<file path="src/rtl/stream_pkg.sv">
// ---------------------------------------------------------------------------
// stream_pkg : shared types for stream-handling blocks
// Rev 1.0
// ---------------------------------------------------------------------------
`default_nettype none

package stream_pkg;

  typedef enum logic [1:0] {
    EMPTY = 2'd0,
    BUSY  = 2'd1,
    FULL  = 2'd2
  } stream_skid_state_t;

endpackage

`default_nettype wire

</file>
<file path="src/rtl/std_stream_intf.sv">
// ---------------------------------------------------------------------------
// std_stream_intf : valid/ready stream with a W-bit payload
// Rev 1.0
// ---------------------------------------------------------------------------
`default_nettype none

interface std_stream_intf #(
  parameter int W = 8
) ();
  logic         valid;
  logic         ready;
  logic [W-1:0] payload;

  modport in  (input  valid, input  payload, output ready);
  modport out (output valid, output payload, input  ready);
endinterface

`default_nettype wire

</file>
<file path="src/rtl/stream_skid_buffer.sv">
// ---------------------------------------------------------------------------
// stream_skid_buffer : two-entry skid buffer, all outputs straight from flops
// Rev 1.0
// ---------------------------------------------------------------------------
`default_nettype none

module stream_skid_buffer
  import stream_pkg::*;
(
  input  logic        clk,
  input  logic        rst_n,
  input  logic        flush,
  output logic [1:0]  count,
  std_stream_intf.in  stream_in,
  std_stream_intf.out stream_out
);

  localparam int c_W = $bits(stream_in.payload);

  stream_skid_state_t r_state;
  stream_skid_state_t w_next_state;
  logic               r_valid;
  logic               r_ready;
  logic [c_W-1:0]     r_main_q;
  logic [c_W-1:0]     r_skid_q;
  logic               w_in_x;
  logic               w_out_x;

  assign w_in_x  = stream_in.valid & r_ready;
  assign w_out_x = r_valid & stream_out.ready;

  always_comb begin
    w_next_state = r_state;
    case (r_state)
      EMPTY: if (w_in_x) w_next_state = BUSY;
      BUSY: begin
        if (w_in_x && !w_out_x)      w_next_state = FULL;
        else if (!w_in_x && w_out_x) w_next_state = EMPTY;
      end
      FULL:    if (w_out_x) w_next_state = BUSY;
      default: w_next_state = EMPTY;
    endcase
    if (flush) w_next_state = EMPTY;
  end

  // valid and ready are kept as their own flops so no decode sits on the outputs
  always_ff @(posedge clk or negedge rst_n) begin
    if (!rst_n) begin
      r_state <= EMPTY;
      r_valid <= 1'b0;
      r_ready <= 1'b0;
    end else begin
      r_state <= w_next_state;
      r_valid <= (w_next_state != EMPTY);
      r_ready <= (w_next_state != FULL);
    end
  end

  // Payload storage needs no reset; flush/reset only invalidate it via r_state
  always_ff @(posedge clk) begin
    case (r_state)
      EMPTY: if (w_in_x) r_main_q <= stream_in.payload;
      BUSY: begin
        if (w_in_x && w_out_x) r_main_q <= stream_in.payload;
        else if (w_in_x)       r_skid_q <= stream_in.payload;
      end
      FULL:    if (w_out_x) r_main_q <= r_skid_q;
      default: ;
    endcase
  end

  assign stream_out.valid   = r_valid;
  assign stream_out.payload = r_main_q;
  assign stream_in.ready    = r_ready;
  assign count              = r_state;

endmodule

`default_nettype wire
</file>
<file path="src/flat_wrapper.sv">
// flat-port wrapper written by rule: the top's interface ports become plain ports
module stream_skid_buffer_flat import stream_pkg::*;
  (clk, rst_n, flush, count, stream_in_valid, stream_in_payload, stream_in_ready, stream_out_valid, stream_out_payload, stream_out_ready);
  std_stream_intf stream_in_i ();
  std_stream_intf stream_out_i ();
  input  logic clk;
  input  logic rst_n;
  input  logic flush;
  output logic [1:0] count;
  input wire logic [$bits(stream_in_i.valid)-1:0] stream_in_valid;
  input wire logic [$bits(stream_in_i.payload)-1:0] stream_in_payload;
  output wire logic [$bits(stream_in_i.ready)-1:0] stream_in_ready;
  output wire logic [$bits(stream_out_i.valid)-1:0] stream_out_valid;
  output wire logic [$bits(stream_out_i.payload)-1:0] stream_out_payload;
  input wire logic [$bits(stream_out_i.ready)-1:0] stream_out_ready;
  assign stream_in_i.valid = stream_in_valid;
  assign stream_in_i.payload = stream_in_payload;
  assign stream_in_ready = stream_in_i.ready;
  assign stream_out_valid = stream_out_i.valid;
  assign stream_out_payload = stream_out_i.payload;
  assign stream_out_i.ready = stream_out_ready;
  stream_skid_buffer u_core (.clk(clk), .rst_n(rst_n), .flush(flush), .count(count), .stream_in(stream_in_i), .stream_out(stream_out_i));
endmodule
</file>
<file path="config.mk">
export PLATFORM = sky130hd
export DESIGN_NAME = stream_skid_buffer_flat
export DESIGN_NICKNAME = d
export VERILOG_FILES = /design/src/rtl/stream_pkg.sv /design/src/rtl/std_stream_intf.sv /design/src/rtl/stream_skid_buffer.sv /design/src/flat_wrapper.sv
export SDC_FILE = /design/constraint.sdc
export NUM_CORES = 1
export LEC_CHECK = 0
export CAP_MARGIN = 30
export CORE_ASPECT_RATIO = 1.2
export CORE_MARGIN = 8
export CORE_UTILIZATION = 44
export DETAILED_ROUTE_END_ITERATION = 10
export PLACE_DENSITY_LB_ADDON = 0.2
export SYNTH_ARGS = -nofsm -noshare
export SYNTH_HDL_FRONTEND = slang
export SYNTH_SLANG_ARGS = --single-unit
export TNS_END_PERCENT = 20
</file>
<file path="constraint.sdc">
create_clock -name clk -period 1.8 [get_ports clk]
set_input_delay 0.36 -clock clk [delete_from_list [all_inputs] [get_ports clk]]
set_output_delay 0.36 -clock clk [all_outputs]
set_load 0.005 [all_outputs]
</file>
# [Yosys cells after proc, flatten, opt, wreduce, memory -nomap -nowiden]
# Cells that the tools add are included.
[totals] register_bits=20 inputBits=13 out_inout_bits=12 wordCells=34
[classes] n_eq_ne=6 n_mux=10 n_bitwise=3 reduce_logical=10
[ops] cell="$mux 8" count=3
[ops] cell="$pmux 8 s3" count=1
[ops] cell="$mux 2" count=5
[ops] cell="$ne 2x1->1 const B" count=3
[ops] cell="$pmux 2 s3" count=1
[ops] cell="$reduce_and 4->1" count=1
[ops] cell="$logic_and 1x1->1" count=3
[ops] cell="$reduce_and 3->1" count=1
[ops] cell="$reduce_bool 3->1" count=1
[ops] cell="$and 1x1->1" count=2
[ops] cell="$eq 2x1->1 const B" count=1
[ops] cell="$eq 2x2->1 const B" count=1
[ops] cell="$logic_not 1->1" count=2
[ops] cell="$logic_not 2->1" count=1
[ops] cell="$ne 2x2->1 const B" count=1
[ops] cell="$reduce_bool 2->1" count=1
[ops] cell="$not 1->1" count=1

# [Longest topological paths before layout]
[depth] ltp_word=8 ltp_mapped=4

# [Worst setup path after synthesis]
# Ideal clock, no wire load.
[synth_path] path_type="flip-flop to flip-flop" from="register u_core.r_state[1], in the netlist u_core.count[1]" to="register u_core.r_main_q[0], in the netlist u_core.stream_out.payload[0], enable pin" setup_time_ns=0.376 arrival_time_ns=1.176 path_slack_ns=0.248 stages_incl_launch_ff=4 n_path_buf=0 synth_period_minus_slack_ns=1.552 path_cell_list="dfrtp_1 > and3b_1 > a31oi_1 > o22ai_1"
[synth_between] elab_chain_cells=3 elab_cells_between_ends=8 cone_classes="5 x eq/ne; 3 x reduce/logical"
[synth_rtl] element="start: declaration" line_no="stream_skid_buffer.sv:20" source="stream_skid_state_t r_state;"
[synth_rtl] element="start signal: assignment" line_no="stream_skid_buffer.sv:53" source="r_state <= w_next_state;"
[synth_rtl] element="$eq 2x2->1, or another cell as far along" line_no="stream_skid_buffer.sv:61" source="case (r_state)"
[synth_rtl] element="$ne 2x1->1 (no source line) / $reduce_bool 3->1 (equally long branches)"
[synth_rtl] element="$reduce_and 4->1 (no source line) *"
[synth_rtl] element="end signal: assignment" line_no="stream_skid_buffer.sv:62" source="EMPTY: if (w_in_x) r_main_q <= stream_in.payload;"
[synth_rtl] element="end signal: assignment" line_no="stream_skid_buffer.sv:64" source="if (w_in_x && w_out_x) r_main_q <= stream_in.payload;"
[synth_rtl] element="end signal: assignment" line_no="stream_skid_buffer.sv:67" source="FULL: if (w_out_x) r_main_q <= r_skid_q;"
[synth_rtl] element="end: declaration" line_no="stream_skid_buffer.sv:24" source="logic [c_W-1:0] r_main_q;"
# Every way passes the cells marked *; elsewhere a longest branch is shown, timed or not.
# A chain may end at the register's enable or synchronous reset.

# [Final worst setup path]
[layout_path] from="register u_core.r_state[1], in the netlist u_core.count[1]" to="output count[1]"
[layout_lines] element="end: declaration" line_no="flat_wrapper.sv:9" source="output logic [1:0] count;"
# No word-level cell between the ends.

==> report_table.html <==
<table>
<tr><th>Metric</th><th>Value</th></tr>
<tr><th colspan="2">Route</th></tr>
<tr><td>Via density per instance</td><td>5.18</td></tr>
<tr><td>Vias after detailed routing</td><td>502</td></tr>
<tr><td>DRC violation total after the first TritonRoute iteration</td><td>8</td></tr>
<tr><td>Number of routed nets with antenna violations</td><td>0</td></tr>
<tr><td>Detailed-route wire length</td><td>1.52 mm</td></tr>
<tr><td>Final routed DRC violation total</td><td>0</td></tr>
<tr><td>Average wire per standard cell</td><td>15.7 um</td></tr>
<tr><td>First drt pass iteration count</td><td>3</td></tr>
<tr><th colspan="2">STA</th></tr>
<tr><td>Post-route setup slack</td><td>~130 ps</td></tr>
<tr><td>Hold Fails Final Rpt</td><td>0</td></tr>
<tr><td>Final clock skew</td><td>2.34 ps</td></tr>
<tr><td>Final setup vio count</td><td>0</td></tr>
<tr><td>Number of pins with negative max-slew slack in the final report</td><td>0</td></tr>
<tr><td>Highest Clock Rate</td><td>599 MHz</td></tr>
<tr><td>Slew at the pin closest to its max-slew limit</td><td>265 ps</td></tr>
<tr><td>Worst slew slack as a fraction of its limit</td><td>0.824</td></tr>
<tr><td>Setup repair after global routing missed its margin</td><td>no</td></tr>
<tr><td>Time the final worst path needs with I/O delays and setup</td><td>1670 ps</td></tr>
<tr><td>Post-route setup TNS</td><td>0 ps</td></tr>
<tr><td>Period utilization</td><td>0.927</td></tr>
<tr><th colspan="2">Worst setup path</th></tr>
<tr><td>Signal arrival time at the worst endpoint</td><td>approximately 1300 ps</td></tr>
<tr><td>Worst Path Required</td><td>1440 ps</td></tr>
<tr><td>Crit path kind</td><td>flop to output pin</td></tr>
<tr><td>Buf+Inv Stages, Crit Path</td><td>1</td></tr>
<tr><td>Worst Setup End Kind</td><td>output pin</td></tr>
<tr><td>Reg2Reg Launch Point</td><td>u_core.count[0]</td></tr>
<tr><td>R2R Path End</td><td>u_core.stream_out.payload[1]</td></tr>
<tr><td>Longest individual stage delay on the worst path</td><td>550 ps</td></tr>
<tr><td>Worst R2R Path Depth</td><td>3</td></tr>
<tr><td>Startpoint Class</td><td>flop</td></tr>
<tr><td>Critical path peak fanout</td><td>9</td></tr>
<tr><td>Slowest CP cell</td><td>clkdlybuf4s50_1</td></tr>
<tr><td>Crit path cell chain</td><td>clkdlybuf4s50_1</td></tr>
<tr><td>Category of cells accounting for the largest share of critical-path delay</td><td>buffers and inverters</td></tr>
<tr><td>Flop-to-flop setup slack</td><td>260 ps</td></tr>
<tr><th colspan="2">CTS</th></tr>
<tr><td>Count of hold buffers inserted by post-cts repair</td><td>0</td></tr>
<tr><td>Resized Gates After CTS</td><td>0</td></tr>
<tr><td>CTS Buffer Depth</td><td>2</td></tr>
<tr><td>Latest clock arrival within the worst-skew pair</td><td>290 ps</td></tr>
<tr><td>CTS buffer count</td><td>3</td></tr>
<tr><td>Library cell used as clock root buffer</td><td>clkbuf_4</td></tr>
<tr><td>TritonCTS clock tree</td><td>yes</td></tr>
<tr><td>Clock H-tree levels</td><td>1</td></tr>
<tr><td>Postcts setup bufs</td><td>0</td></tr>
<tr><td>Clock transition at path regs</td><td>approximately 100 ps</td></tr>
<tr><td>Sinks on Clock Net</td><td>20</td></tr>
<tr><th colspan="2">Layout</th></tr>
<tr><td>Register area</td><td>581 um^2</td></tr>
<tr><td>Number of fill cells in the layout</td><td>132</td></tr>
<tr><td>Area of combinational cells with multiple inputs</td><td>~230 um^2</td></tr>
<tr><td>Net count of the finished layout</td><td>92</td></tr>
<tr><td>Antenna Diode Count</td><td>0</td></tr>
<tr><td>Area added between synthesis and finish</td><td>37.5%</td></tr>
<tr><td>Share of post-route cells with drive strength above 1</td><td>0.192</td></tr>
<tr><td>Post-route insts no fill</td><td>97</td></tr>
<tr><th colspan="2">Synth</th></tr>
<tr><td>Post-synthesis compound-gate area fraction</td><td>0.0714</td></tr>
<tr><td>Ranking of synthesized cells by instance count</td><td>edfxtp_1, mux2_4, dfrtp_1, nand2_1</td></tr>
<tr><td>Combinational family with the most area after synthesis</td><td>multiplexers</td></tr>
<tr><td>Number of enable-type register cells in the synthesized netlist</td><td>16</td></tr>
<tr><td>Synthesized instance count</td><td>47</td></tr>
<tr><td>Post-synth design cell area</td><td>823 um^2</td></tr>
<tr><td>Cell type contributing the most total cell area after synthesis</td><td>edfxtp_1</td></tr>
<tr><td>Register area share after synthesis</td><td>0.705</td></tr>
<tr><td>Area share of the largest cell type after synthesis</td><td>0.584</td></tr>
<tr><td>Nets in the synthesized netlist</td><td>60</td></tr>
<tr><td>Ys async rst share</td><td>0.200</td></tr>
<tr><td>Number of synthesized register bits</td><td>20</td></tr>
<tr><td>Ys flop type</td><td>edfxtp_1</td></tr>
<tr><td>Synthesized-area fraction occupied by and/or/nand/nor cells</td><td>0.0684</td></tr>
<tr><td>Multiplexer share of the synthesized area</td><td>0.141</td></tr>
<tr><td>Post-Synth Adder-Cell Area</td><td>0</td></tr>
<tr><td>Leading cell types by total area after synthesis</td><td>edfxtp_1, mux2_4, dfrtp_1</td></tr>
<tr><td>Most frequent cell after synthesis</td><td>edfxtp_1</td></tr>
<tr><td>Count of different cell masters after synthesis</td><td>18</td></tr>
<tr><td>Avg Inst Size Synth</td><td>17.5 um^2</td></tr>
<tr><td>YS warnings</td><td>0</td></tr>
<tr><td>Post-Synth XOR/XNOR Area</td><td>0</td></tr>
<tr><th colspan="2">Placement</th></tr>
<tr><td>Dpl ws</td><td>57.4 ps</td></tr>
<tr><td>Count of input and output buffers</td><td>24</td></tr>
<tr><td>Routability-driven placement congestion ratio</td><td>0.705</td></tr>
<tr><td>Dpl cells</td><td>93</td></tr>
<tr><td>Post-DP HPWL</td><td>1.20 mm</td></tr>
<tr><th colspan="2">Run</th></tr>
<tr><td>Number of max-cap violations</td><td>0</td></tr>
<tr><th colspan="2">Worst hold path</th></tr>
<tr><td>Type of the most critical hold path</td><td>primary input to async pin</td></tr>
<tr><th colspan="2">Global route</th></tr>
<tr><td>Remaining global-route overflow</td><td>0</td></tr>
<tr><td>Pin count of the biggest net entering global routing</td><td>12</td></tr>
<tr><td>Global-route wire length before repair</td><td>2.62 mm</td></tr>
<tr><td>GRT Util Overall</td><td>0.0906</td></tr>
<tr><td>Via count of the first global-routing pass</td><td>between 500 and 600</td></tr>
<tr><td>Number of antenna violations at the first check in global routing</td><td>0</td></tr>
<tr><th colspan="2">Power</th></tr>
<tr><td>Total leakage power</td><td>0.434 nW</td></tr>
<tr><td>Power per standard cell area</td><td>835 nW/um^2</td></tr>
<tr><td>Maximum resistive drop on vdd</td><td>about 540 uV</td></tr>
<tr><th colspan="2">Floorplanning</th></tr>
<tr><td>Number of top-level design ports</td><td>25</td></tr>
<tr><td>Effective utilization at floorplan</td><td>0.455</td></tr>
<tr><td>Cell row count</td><td>17</td></tr>
<tr><td>Core Region</td><td>1810 um^2</td></tr>
<tr><td>Vertical die dimension</td><td>around 63 um</td></tr>
<tr><td>Chip width</td><td>approximately 55 um</td></tr>
<tr><td>Area of the die</td><td>~3500 um^2</td></tr>
<tr><th colspan="2">Run status</th></tr>
<tr><td>Status</td><td>finished, final reports clean</td></tr>
</table>
layout make-up:
| class | instances | area share |
|---|---|---|
| Clock buffer | 3 | 0.0199 |
| Clock inverter | 1 | 0.00331 |
| Multi-Input combinational cell | 26 | 0.204 |
| Sequential cell | 20 | 0.513 |
| Tap cell | 19 | 0.0210 |
| Timing Repair Buffer | 28 | 0.239 |
worst max-delay path by stage:
stage | startpoint | end | slack, ps | cells after the start
3_5_place_dp | stream_in_valid | u_core.stream_out.payload[7] | 60 | 5
6_report | u_core.count[1] | count[1] | 130 | 1
4_1_cts | u_core.count[1] | count[1] | 120 | 1
2_1_floorplan | u_core.count[1] | u_core.stream_out.payload[0] | 250 | 3
3_3_place_gp | stream_in_valid | u_core.stream_out.payload[1] | 90 | 5
5_1_grt | u_core.count[0] | count[0] | 60 | 1
layout by cell type (no fill, tap or decap), types with 2 or more instances in the layout:
cell type | netlist | final
a221oi_1 | 2 | 2
a31oi_1 | 2 | 2
buf_4 | 0 | 4
clkbuf_4 | 0 | 3
clkdlybuf4s50_1 | 0 | 24
dfrtp_1 | 4 | 4
edfxtp_1 | 16 | 16
mux2_4 | 7 | 7
nand2_1 | 4 | 4
worst reg2reg max path, delay by kind of cell, from the launching register on:
family	cells	cell delay, ps
mux	1	310
simple gates	1	290
flops	1	460
buf+inv	1	240
registers in the layout (all words and copies together), names as in the netlist:
signal and count:
u_core.count 2, u_core.stream_in.ready 1, u_core.stream_out.valid 1, u_core.stream_out.payload 8, u_core.r_skid_q 8
logic make-up after synthesis:
| group | Yosys count |
|---|---|
| AOI/OAI and AO/OA | 8 |
| buffers and inverters | 1 |
| DFF | 20 |
| muxes | 8 |
| and+or+nand+nor | 10 |
metrics by stage:
stage / utilization / cell area, um^2 / power, mW / hold slack, ps
final: 0.626 / 1130 / 0.945 / 258
after global routing: 0.626 / 1130 / 0.995 / 258
after CTS: 0.626 / 1130 / 0.962 / 248
after detailed placement: 0.612 / 1110 / 0.754 / 534
after global placement: 0.612 / 1110 / 0.750 / 534
after floorplan: - / 823 / 0.642 / 64.4
power breakdown:
part           leakage (nW)  switching, mW  internal [mW]
clock network        0.0154          0.125         0.0806
registers             0.198         0.0188          0.545
logic                 0.220         0.0630          0.112
total                 0.434          0.207          0.738
layer usage:
| layer | up-vias | share of wire | GRT usage |
|---|---|---|---|
| li1 | 253 | - | - |
| met1 | 235 | 0.43 | 0.102 |
| met2 | 12 | 0.50 | 0.146 |
| met3 | 2 | 0.059 | 0.0321 |
| met4 | 0 | 0.0059 | 0.0463 |
| met5 | - | 0 | 0 |
Note: power is estimated with default switching activity, not from simulation.
